### config.mk
export PLATFORM = sky130hd
export DESIGN_NAME = data_mem_dump_ctrl_flat
export DESIGN_NICKNAME = d
export VERILOG_FILES = /design/src/rtl/data_mem_dump_ctrl_pkg.sv /design/src/rtl/data_mem_dump_ctrl_if.sv /design/src/rtl/data_mem_dump_ctrl_word_byte_serializer.sv /design/src/rtl/data_mem_dump_ctrl.sv /design/src/flat_wrapper.sv
export SDC_FILE = /design/constraint.sdc
export NUM_CORES = 1
export LEC_CHECK = 0
export BUFFER_PORTS_ARGS = -buffer_cell sky130_fd_sc_hd__buf_2
export CAP_MARGIN = 20
export CORE_ASPECT_RATIO = 0.5
export CORE_MARGIN = 1
export CORE_UTILIZATION = 55
export DETAILED_ROUTE_END_ITERATION = 10
export GPL_ROUTABILITY_DRIVEN = 0
export PLACE_DENSITY_LB_ADDON = 0.25
export SKIP_CTS_REPAIR_TIMING = 1
export SLEW_MARGIN = 15
export SYNTH_ARGS = -nofsm -noshare
export SYNTH_HDL_FRONTEND = slang
export SYNTH_SLANG_ARGS = --single-unit
### constraint.sdc
create_clock -name clk -period 3.8 [get_ports clk]
set_input_delay 0.19 -clock clk [delete_from_list [all_inputs] [get_ports clk]]
set_output_delay 0.19 -clock clk [all_outputs]
set_load 0.005 [all_outputs]
### src/rtl/data_mem_dump_ctrl_pkg.sv
// Shared constants for the data-memory dump controller: FSM state encodings
// and byte-lane sizing helpers derived from the data word width.
// Optional build macro: DUMP_CHECKSUM_EN adds a trailing XOR checksum byte.
package data_mem_dump_ctrl_pkg;

   typedef enum logic [2:0] {
      ST_IDLE      = 3'd0,
      ST_ADDR      = 3'd1,
      ST_WAIT      = 3'd2,
      ST_LATCH     = 3'd3,
      ST_SEND      = 3'd4,
      ST_WAIT_TX   = 3'd5
`ifdef DUMP_CHECKSUM_EN
      ,
      ST_SEND_CSUM = 3'd6,
      ST_WAIT_CSUM = 3'd7
`endif
   } state_e;

   // Number of UART bytes per data word.
   function automatic int bytes_per_word(input int proc_bits);
      return proc_bits / 8;
   endfunction

   // Width of the byte index; at least one bit even for a single-byte word.
   function automatic int byte_idx_bits(input int proc_bits);
      return (proc_bits / 8 > 1) ? $clog2(proc_bits / 8) : 1;
   endfunction

endpackage

### src/rtl/data_mem_dump_ctrl_if.sv
// Bundle of the dump controller's pipeline, memory-stage and UART signals.
// master = the dump controller, slave = the surrounding memory stage / UART.
interface data_mem_dump_ctrl_if #(
   parameter int PROC_BITS       = 32,
   parameter int DATA_ADDRS_BITS = 10
);
   logic                       i_start;
   logic                       i_halted;
   logic [PROC_BITS-1:0]       i_mem_data;
   logic                       i_tx_done;
   logic                       o_debug_read_data;
   logic [DATA_ADDRS_BITS-1:0] o_debug_read_address;
   logic [7:0]                 o_tx_data;
   logic                       o_tx_start;
   logic                       o_busy;
   logic                       o_done;
   logic                       o_aborted;

   modport master (
      input  i_start, i_halted, i_mem_data, i_tx_done,
      output o_debug_read_data, o_debug_read_address, o_tx_data,
             o_tx_start, o_busy, o_done, o_aborted
   );

   modport slave (
      output i_start, i_halted, i_mem_data, i_tx_done,
      input  o_debug_read_data, o_debug_read_address, o_tx_data,
             o_tx_start, o_busy, o_done, o_aborted
   );
endinterface

### src/rtl/data_mem_dump_ctrl_word_byte_serializer.sv
// Holds one captured data word and walks it LSB byte first.
// With DUMP_CHECKSUM_EN defined it also keeps a running XOR of sent bytes.
module word_byte_serializer
   import data_mem_dump_ctrl_pkg::*;
#(
   parameter int PROC_BITS = 32
) (
   input  logic                 clk,
   input  logic                 rst,
   input  logic                 load_i,
   input  logic [PROC_BITS-1:0] word_i,
   input  logic                 advance_i,
`ifdef DUMP_CHECKSUM_EN
   input  logic                 csum_clr_i,
   input  logic                 csum_acc_i,
   output logic [7:0]           csum_o,
`endif
   output logic [7:0]           byte_o,
   output logic                 last_o
);

   localparam int BPW   = bytes_per_word(PROC_BITS);
   localparam int IDX_W = byte_idx_bits(PROC_BITS);

   logic [PROC_BITS-1:0] word_q, word_d;
   logic [IDX_W-1:0]     idx_q, idx_d;

   // Next word/index: a load restarts at byte 0, an advance steps one lane.
   always_comb begin
      // NOTE: every variable gets a default first so no path infers a latch.
      word_d = word_q;
      idx_d  = idx_q;
      if (load_i) begin
         word_d = word_i;
         idx_d  = '0;
      end else if (advance_i) begin
         idx_d = idx_q + IDX_W'(1);
      end
   end

   // Word and index registers.
   always_ff @(posedge clk or posedge rst) begin
      if (rst) begin
         word_q <= '0;
         idx_q  <= '0;
      end else begin
         // NOTE: sequential state uses non-blocking assignments only.
         word_q <= word_d;
         idx_q  <= idx_d;
      end
   end

   // Byte-lane multiplexer for the current index.
   always_comb begin
      byte_o = 8'h00;
      for (int b = 0; b < BPW; b++) begin
         if (idx_q == IDX_W'(b)) byte_o = word_q[8*b +: 8];
      end
   end

   assign last_o = (idx_q == IDX_W'(BPW - 1));

`ifdef DUMP_CHECKSUM_EN
   logic [7:0] csum_q, csum_d;

   // Running XOR of every byte handed to the UART.
   always_comb begin
      csum_d = csum_q;
      if (csum_clr_i)      csum_d = 8'h00;
      else if (csum_acc_i) csum_d = csum_q ^ byte_o;
   end

   // Checksum register.
   always_ff @(posedge clk or posedge rst) begin
      if (rst) csum_q <= 8'h00;
      else     csum_q <= csum_d;
   end

   assign csum_o = csum_q;
`endif

endmodule

### src/rtl/data_mem_dump_ctrl.sv
// Debug dump sequencer for the data-memory BRAM: while the pipeline is
// halted it reads words 0..DUMP_WORDS-1 and streams them byte-wise to the
// debug UART. Optional build macro: DUMP_CHECKSUM_EN appends an XOR byte.
module data_mem_dump_ctrl
   import data_mem_dump_ctrl_pkg::*;
#(
   parameter int PROC_BITS       = 32,
   parameter int DATA_ADDRS_BITS = 10,
   parameter int DUMP_WORDS      = 1024
) (
   input logic                clk,
   input logic                rst,
   data_mem_dump_ctrl_if.master bus
);

   localparam logic [DATA_ADDRS_BITS-1:0] LAST_ADDR =
      DATA_ADDRS_BITS'(DUMP_WORDS - 1);

   state_e                     state_q, state_d;
   logic [DATA_ADDRS_BITS-1:0] addr_q, addr_d;
   logic [7:0]                 tx_data_q, tx_data_d;
   logic                       tx_start_q, tx_start_d;
   logic                       done_q, done_d;
   logic                       aborted_q, aborted_d;

   logic                       ser_load, ser_advance, ser_last;
   logic [7:0]                 ser_byte;
`ifdef DUMP_CHECKSUM_EN
   logic                       csum_clr, csum_acc;
   logic [7:0]                 csum;
`endif

   word_byte_serializer #(.PROC_BITS(PROC_BITS)) u_ser (
      .clk        (clk),
      .rst        (rst),
      .load_i     (ser_load),
      .word_i     (bus.i_mem_data),
      .advance_i  (ser_advance),
`ifdef DUMP_CHECKSUM_EN
      .csum_clr_i (csum_clr),
      .csum_acc_i (csum_acc),
      .csum_o     (csum),
`endif
      .byte_o     (ser_byte),
      .last_o     (ser_last)
   );

   // Next-state and registered-output logic of the dump FSM.
   always_comb begin
      state_d     = state_q;
      addr_d      = addr_q;
      tx_data_d   = tx_data_q;
      tx_start_d  = 1'b0;
      done_d      = 1'b0;
      aborted_d   = 1'b0;
      ser_load    = 1'b0;
      ser_advance = 1'b0;
`ifdef DUMP_CHECKSUM_EN
      csum_clr    = 1'b0;
      csum_acc    = 1'b0;
`endif
      if (state_q == ST_IDLE) begin
         if (bus.i_start) begin
            if (bus.i_halted) begin
               addr_d  = '0;
               state_d = ST_ADDR;
`ifdef DUMP_CHECKSUM_EN
               csum_clr = 1'b1;
`endif
            end else begin
               aborted_d = 1'b1;
            end
         end
      end else if (!bus.i_halted) begin
         // Pipeline resumed under us: drop the dump, a pending done loses.
         state_d   = ST_IDLE;
         addr_d    = '0;
         aborted_d = 1'b1;
      end else begin
         case (state_q)
            ST_ADDR:  state_d = ST_WAIT;
            ST_WAIT:  state_d = ST_LATCH;
            ST_LATCH: begin
               ser_load = 1'b1;
               state_d  = ST_SEND;
            end
            ST_SEND: begin
               tx_data_d  = ser_byte;
               tx_start_d = 1'b1;
               state_d    = ST_WAIT_TX;
`ifdef DUMP_CHECKSUM_EN
               csum_acc   = 1'b1;
`endif
            end
            ST_WAIT_TX: begin
               if (bus.i_tx_done) begin
                  if (!ser_last) begin
                     ser_advance = 1'b1;
                     state_d     = ST_SEND;
                  end else if (addr_q != LAST_ADDR) begin
                     addr_d  = addr_q + DATA_ADDRS_BITS'(1);
                     state_d = ST_ADDR;
                  end else begin
`ifdef DUMP_CHECKSUM_EN
                     state_d = ST_SEND_CSUM;
`else
                     done_d  = 1'b1;
                     addr_d  = '0;
                     state_d = ST_IDLE;
`endif
                  end
               end
            end
`ifdef DUMP_CHECKSUM_EN
            ST_SEND_CSUM: begin
               tx_data_d  = csum;
               tx_start_d = 1'b1;
               state_d    = ST_WAIT_CSUM;
            end
            ST_WAIT_CSUM: begin
               if (bus.i_tx_done) begin
                  done_d  = 1'b1;
                  addr_d  = '0;
                  state_d = ST_IDLE;
               end
            end
`endif
            default: state_d = ST_IDLE;
         endcase
      end
   end

   // State, address and registered output pulses.
   always_ff @(posedge clk or posedge rst) begin
      if (rst) begin
         state_q    <= ST_IDLE;
         addr_q     <= '0;
         tx_data_q  <= 8'h00;
         tx_start_q <= 1'b0;
         done_q     <= 1'b0;
         aborted_q  <= 1'b0;
      end else begin
         state_q    <= state_d;
         addr_q     <= addr_d;
         tx_data_q  <= tx_data_d;
         tx_start_q <= tx_start_d;
         done_q     <= done_d;
         aborted_q  <= aborted_d;
      end
   end

   assign bus.o_busy               = (state_q != ST_IDLE);
   assign bus.o_debug_read_data    = (state_q != ST_IDLE);
   assign bus.o_debug_read_address = addr_q;
   assign bus.o_tx_data            = tx_data_q;
   assign bus.o_tx_start           = tx_start_q;
   assign bus.o_done               = done_q;
   assign bus.o_aborted            = aborted_q;

endmodule

### src/flat_wrapper.sv
// flat-port wrapper written by rule: the top's interface ports become plain ports
module data_mem_dump_ctrl_flat import data_mem_dump_ctrl_pkg::*;
#(
   parameter int PROC_BITS       = 32,
   parameter int DATA_ADDRS_BITS = 10,
   parameter int DUMP_WORDS      = 1024
)
  (clk, rst, bus_i_start, bus_i_halted, bus_i_mem_data, bus_i_tx_done, bus_o_debug_read_data, bus_o_debug_read_address, bus_o_tx_data, bus_o_tx_start, bus_o_busy, bus_o_done, bus_o_aborted);
  data_mem_dump_ctrl_if #(.PROC_BITS(PROC_BITS), .DATA_ADDRS_BITS(DATA_ADDRS_BITS)) bus_i ();
  input logic clk;
  input logic rst;
  input wire logic [$bits(bus_i.i_start)-1:0] bus_i_start;
  input wire logic [$bits(bus_i.i_halted)-1:0] bus_i_halted;
  input wire logic [$bits(bus_i.i_mem_data)-1:0] bus_i_mem_data;
  input wire logic [$bits(bus_i.i_tx_done)-1:0] bus_i_tx_done;
  output wire logic [$bits(bus_i.o_debug_read_data)-1:0] bus_o_debug_read_data;
  output wire logic [$bits(bus_i.o_debug_read_address)-1:0] bus_o_debug_read_address;
  output wire logic [$bits(bus_i.o_tx_data)-1:0] bus_o_tx_data;
  output wire logic [$bits(bus_i.o_tx_start)-1:0] bus_o_tx_start;
  output wire logic [$bits(bus_i.o_busy)-1:0] bus_o_busy;
  output wire logic [$bits(bus_i.o_done)-1:0] bus_o_done;
  output wire logic [$bits(bus_i.o_aborted)-1:0] bus_o_aborted;
  assign bus_i.i_start = bus_i_start;
  assign bus_i.i_halted = bus_i_halted;
  assign bus_i.i_mem_data = bus_i_mem_data;
  assign bus_i.i_tx_done = bus_i_tx_done;
  assign bus_o_debug_read_data = bus_i.o_debug_read_data;
  assign bus_o_debug_read_address = bus_i.o_debug_read_address;
  assign bus_o_tx_data = bus_i.o_tx_data;
  assign bus_o_tx_start = bus_i.o_tx_start;
  assign bus_o_busy = bus_i.o_busy;
  assign bus_o_done = bus_i.o_done;
  assign bus_o_aborted = bus_i.o_aborted;
  data_mem_dump_ctrl #(.PROC_BITS(PROC_BITS), .DATA_ADDRS_BITS(DATA_ADDRS_BITS), .DUMP_WORDS(DUMP_WORDS)) u_core (.clk(clk), .rst(rst), .bus(bus_i));
endmodule
==> metrics.txt <==
# TYPE chip_impl_metric gauge
chip_impl_metric{name="die_x",unit="um"} 103
chip_impl_metric{name="antenna-diode-count",unit=""} 0
chip_impl_metric{name="critical_path_peak_fanout",unit=""} 20
chip_impl_metric{name="finalHoldViolations",unit=""} 0
chip_impl_info{name="worst_setup_path_start_kind",value="register"} 1
chip_impl_metric{name="vdd.ir_drop.worst",unit="mV"} 0.385
chip_impl_info{name="element_type_at_the_critical_path_end",value="register"} 1
chip_impl_metric{name="avgSynthCellArea",unit="um^2"} 9.15
chip_impl_metric{name="critPathRequiredTime",unit="ps"} 4040
chip_impl_metric{name="p_leak",unit="uW"} 0.00168
chip_impl_metric{name="globalRouteOverflowTotal",unit=""} 0
chip_impl_metric{name="dp_hpwl",unit="um"} 4330
chip_impl_info{name="critPathSlowestCell",value="sky130_fd_sc_hd__ha_1"} 1
chip_impl_metric{name="max_cap_viol_count",unit=""} 0
chip_impl_metric{name="port_buffers",unit=""} 59
chip_impl_metric{name="final_layout_size_suffix_gt1_frac",unit=""} 0.239
chip_impl_metric{name="antenna_violations_before_repair",unit=""} 0
chip_impl_metric{name="fmax",unit="GHz"} 0.412
chip_impl_metric{name="timing.hold.worst_path_depth",unit=""} 3
chip_impl_info{name="tritoncts_clock_tree",value="done"} 1
chip_impl_metric{name="critical_path_arrival",unit="ps"} 2670
chip_impl_info{name="min_to",value="u_core.u_ser.word_q[6]$_DFFE_PP0P_"} 1
chip_impl_metric{name="grtUsageMet3",unit=""} 0.0667
chip_impl_metric{name="wire_per_inst",unit="um"} 14.5
chip_impl_metric{name="worst_r2r_path_depth",unit=""} 5
chip_impl_metric{name="floorplan_die_area",unit="um^2"} 5360
chip_impl_metric{name="grt_start_max_net_pins",unit=""} 43
chip_impl_metric{name="final_min_period_over_clock_period",unit=""} 0.638
chip_impl_metric{name="synthDominantCellAreaShare",unit=""} 0.522
chip_impl_info{name="grt-busiest-layer",value="met2"} 1
chip_impl_metric{name="ios",unit=""} 60
chip_impl_metric{name="synth_nets",unit=""} 346
chip_impl_metric{name="pre_cts_slack",unit="ps"} 1410
chip_impl_metric{name="utilization",unit=""} 0.720
chip_impl_metric{name="wire_length_of_the_first_global_routing_pass",unit="um"} 10500
chip_impl_metric{name="post-route-worst-setup-slack",unit="ps"} 1380
chip_impl_metric{name="finalCriticalPeriod",unit="ps"} 2420
chip_impl_metric{name="slew_violations",unit=""} 0
chip_impl_metric{name="core_area",unit="um^2"} 4620
chip_impl_metric{name="number_of_enable_flip_flop_cells_after_synthesis",unit=""} 0
chip_impl_info{name="cell_by_cell_listing_of_the_critical_path",value="ha_1 -> and4b_1 -> o21ai_2 -> or4b_4 -> o311ai_2"} 1
chip_impl_metric{name="max_stage_delay",unit="ps"} 640
chip_impl_metric{name="global_route.usage.met1",unit=""} 0.336
chip_impl_metric{name="sequential_area_share_after_synthesis",unit=""} 0.522
chip_impl_info{name="synth_area_leaders",value="sky130_fd_sc_hd__dfrtp_1 52%, sky130_fd_sc_hd__nand2_1 13%, sky130_fd_sc_hd__a211o_1 2.8%, sky130_fd_sc_hd__nor2_1 2.4%, sky130_fd_sc_hd__ha_1 2.2%"} 1
chip_impl_metric{name="drt-total-wl",unit="um"} 6230
chip_impl_metric{name="route.detailed.drc",unit=""} 0
chip_impl_metric{name="detail_route.first_pass.iterations",unit=""} 4
chip_impl_info{name="dominantRegCellSynth",value="sky130_fd_sc_hd__dfrtp_1"} 1
chip_impl_metric{name="grt_met2_usage",unit=""} 0.447
chip_impl_metric{name="floorplan.initialDensity",unit=""} 0.603
chip_impl_metric{name="htreeDepth",unit=""} 3
chip_impl_metric{name="clk_transition_reported_paths",unit="ps"} 70
chip_impl_info{name="cts_root_buf",value="sky130_fd_sc_hd__clkbuf_8"} 1
chip_impl_metric{name="via_count_of_the_first_global_routing_pass",unit=""} 2286
chip_impl_metric{name="post-layout-total-power",unit="uW"} 2150
chip_impl_metric{name="area_growth_synth_to_finish",unit="%"} 19.4
chip_impl_metric{name="yosys_cell_types",unit=""} 47
chip_impl_metric{name="die_h",unit="um"} 52.3
chip_impl_metric{name="numClockSinks",unit=""} 58
chip_impl_metric{name="synth_async_sr_flop_share",unit=""} 1.00
chip_impl_info{name="regToRegStartpoint",value="u_core.u_ser.idx_q[0]$_DFFE_PP0P_"} 1
chip_impl_info{name="unrepaired_setup_endpoints_after_global_routing",value="false"} 1
chip_impl_info{name="run_status",value="completed"} 1
chip_impl_metric{name="dr_total_vias",unit=""} 2333
chip_impl_info{name="origin_of_the_worst_min_delay_path",value="bus_i_mem_data[6]"} 1
chip_impl_metric{name="final-setup-viol-count",unit=""} 0
chip_impl_metric{name="clock_tree.buffer_depth",unit=""} 2
chip_impl_metric{name="number_of_buffers_created_by_cts",unit=""} 9
chip_impl_metric{name="power.density",unit="nW/um^2"} 648
chip_impl_metric{name="grt_usage",unit=""} 0.266
chip_impl_metric{name="synth.yosys.warnings",unit=""} 0
chip_impl_metric{name="detail_route.vias_per_cell",unit=""} 5.43
chip_impl_info{name="timing_worst_setup_path_type",value="register to register"} 1
chip_impl_metric{name="fin_worst_skew",unit="ps"} 4.88
chip_impl_metric{name="slew_worst_pin",unit="ps"} 948
chip_impl_info{name="timing.rr.end",value="u_core.bus.o_debug_read_address[3]$_DFFE_PP0P_"} 1
chip_impl_metric{name="slew_headroom",unit=""} 0.365
chip_impl_metric{name="drt_iter0_drc",unit=""} 118
chip_impl_metric{name="fp-row-count",unit=""} 17
chip_impl_info{name="holdCritPathClass",value="input port to register"} 1
chip_impl_metric{name="worst_skew_pair.late_latency",unit="ps"} 340
chip_impl_metric{name="reg2reg_setup_slack",unit="ps"} 1380
chip_impl_metric{name="ant_nets",unit=""} 0
chip_impl_metric{name="mappedNetlistArea",unit="um^2"} 2780
chip_impl_info{name="synth.largest_area_cell",value="sky130_fd_sc_hd__dfrtp_1"} 1
chip_impl_metric{name="ys_seq_elements",unit=""} 58
chip_impl_metric{name="synthesis.instances",unit=""} 304
chip_impl_metric{name="finalSetupTns",unit="ps"} 0
chip_impl_metric{name="nets",unit=""} 401
[critical path: cells and delay by family, from the launching register on]
family | cells | cell delay [ps]
adders and majority gates | 1 | 640
and+or+nand+nor | 2 | 860
DFF | 1 | 430
AOI/OAI and AO/OA | 2 | 400
[worst max path at each step]
stage / end / startpoint / depth (start not counted) / slack (ps)
floorplan: u_core.bus.o_debug_read_address[3]$_DFFE_PP0P_ / u_core.bus.o_debug_read_address[0]$_DFFE_PP0P_ / 5 / 2000
finish: u_core.bus.o_debug_read_address[3]$_DFFE_PP0P_ / u_core.u_ser.idx_q[0]$_DFFE_PP0P_ / 5 / 1380
global placement: u_core.bus.o_debug_read_address[3]$_DFFE_PP0P_ / u_core.u_ser.idx_q[0]$_DFFE_PP0P_ / 5 / 1520
detailed placement: u_core.bus.o_debug_read_address[3]$_DFFE_PP0P_ / u_core.u_ser.idx_q[0]$_DFFE_PP0P_ / 5 / 1410
CTS: u_core.bus.o_debug_read_address[3]$_DFFE_PP0P_ / u_core.u_ser.idx_q[0]$_DFFE_PP0P_ / 5 / 1360
global route: u_core.bus.o_debug_read_address[3]$_DFFE_PP0P_ / u_core.u_ser.idx_q[0]$_DFFE_PP0P_ / 5 / 1200
[Yosys cell counts (all sizes together) (2+ instances only)]
master and number:
nand2 96, dfrtp 58, nor2 18, inv 15, clkbuf 13, o21ai 11
nand3 10, a211o 9, a31oi 9, a221oi 7, buf 5, ha 5
a22o 3, and3 3, nor2b 3, nor3 3, a21oi 2, a221o 2
and4 2, mux2i 2, nand4 2, o211ai 2, o22ai 2, o2bb2ai 2
or2 2, xnor2 2
[final cells by class]
| cell class | instances | area, um^2 |
|---|---|---|
| Multi-Input combinational cell | 213 | 1190 |
| Timing Repair Buffer | 62 | 320 |
| Fill cell | 400 | 1290 |
| Clock buffer | 11 | 141 |
| Tap cell | 66 | 82.6 |
| Clock inverter | 5 | 77.6 |
| Sequential cell | 58 | 1450 |
| Inverter | 15 | 56.3 |
[registers in the layout, indices dropped and copies added, names as in the netlist]
register	cells
u_core.u_ser.word_q	32
u_core.bus.o_debug_read_address	10
u_core.bus.o_tx_data	8
u_core.state_q	3
u_core.u_ser.idx_q	2
u_core.bus.o_aborted	1
u_core.bus.o_done	1
u_core.bus.o_tx_start	1
[per-layer routing]
| layer | up-vias | share of wire | routed length (um) |
|---|---|---|---|
| met4 | 0 | 0.015 | 93 |
| met2 | 65 | 0.48 | 2970 |
| li1 | 1144 | - | - |
| met1 | 1112 | 0.46 | 2860 |
| met3 | 12 | 0.048 | 302 |
| met5 | - | 0 | 0 |
[where the power goes]
part | internal (uW) | leakage (uW) | switching, uW
Sequential | 844 | 0.000741 | 141
Clock | 385 | 0.000109 | 244
Combinational | 251 | 0.000830 | 290
Total | 1480 | 0.00168 | 675
[cells by family after synthesis]
| group | Yosys count | synth area share |
|---|---|---|
| and+or+nand+nor | 148 | 0.239 |
| adders and majority gates | 5 | 0.0225 |
| AOI/OAI and AO/OA | 56 | 0.153 |
| muxes | 2 | 0.00719 |
| buffers and inverters | 33 | 0.0508 |
| xor gates and xnor gates | 2 | 0.00630 |
| DFF | 58 | 0.522 |
[layout by cell type (no fill, tap or decap), types with 3 or more instances in the layout]
| cell type | instances |
|---|---|
| sky130_fd_sc_hd__clkbuf_8 | 10 |
| sky130_fd_sc_hd__dfrtp_1 | 58 |
| sky130_fd_sc_hd__o21ai_0 | 10 |
| sky130_fd_sc_hd__nor2_1 | 17 |
| sky130_fd_sc_hd__and3_1 | 3 |
| sky130_fd_sc_hd__nand3_1 | 10 |
| sky130_fd_sc_hd__a22o_1 | 3 |
| sky130_fd_sc_hd__ha_1 | 5 |
| sky130_fd_sc_hd__a31oi_1 | 9 |
| sky130_fd_sc_hd__inv_1 | 14 |
| sky130_fd_sc_hd__nor2b_1 | 3 |
| sky130_fd_sc_hd__a211o_1 | 9 |
| sky130_fd_sc_hd__a221oi_1 | 7 |
| sky130_fd_sc_hd__nand2_1 | 96 |
| sky130_fd_sc_hd__buf_2 | 59 |
[metrics by stage]
| stage | hold WS, ps | cell area [um^2] | std cells |
|---|---|---|---|
| 2_1_floorplan | 295 | 2780 | 304 |
| 3_3_place_gp | 272 | 3090 | 413 |
| 3_5_place_dp | 285 | 3090 | 413 |
| 4_1_cts | -84.4 | 3310 | 429 |
| 5_1_grt | 49.1 | 3320 | 430 |
| 6_report | 36.5 | 3320 | 430 |
(Power assumes the default switching activity.)
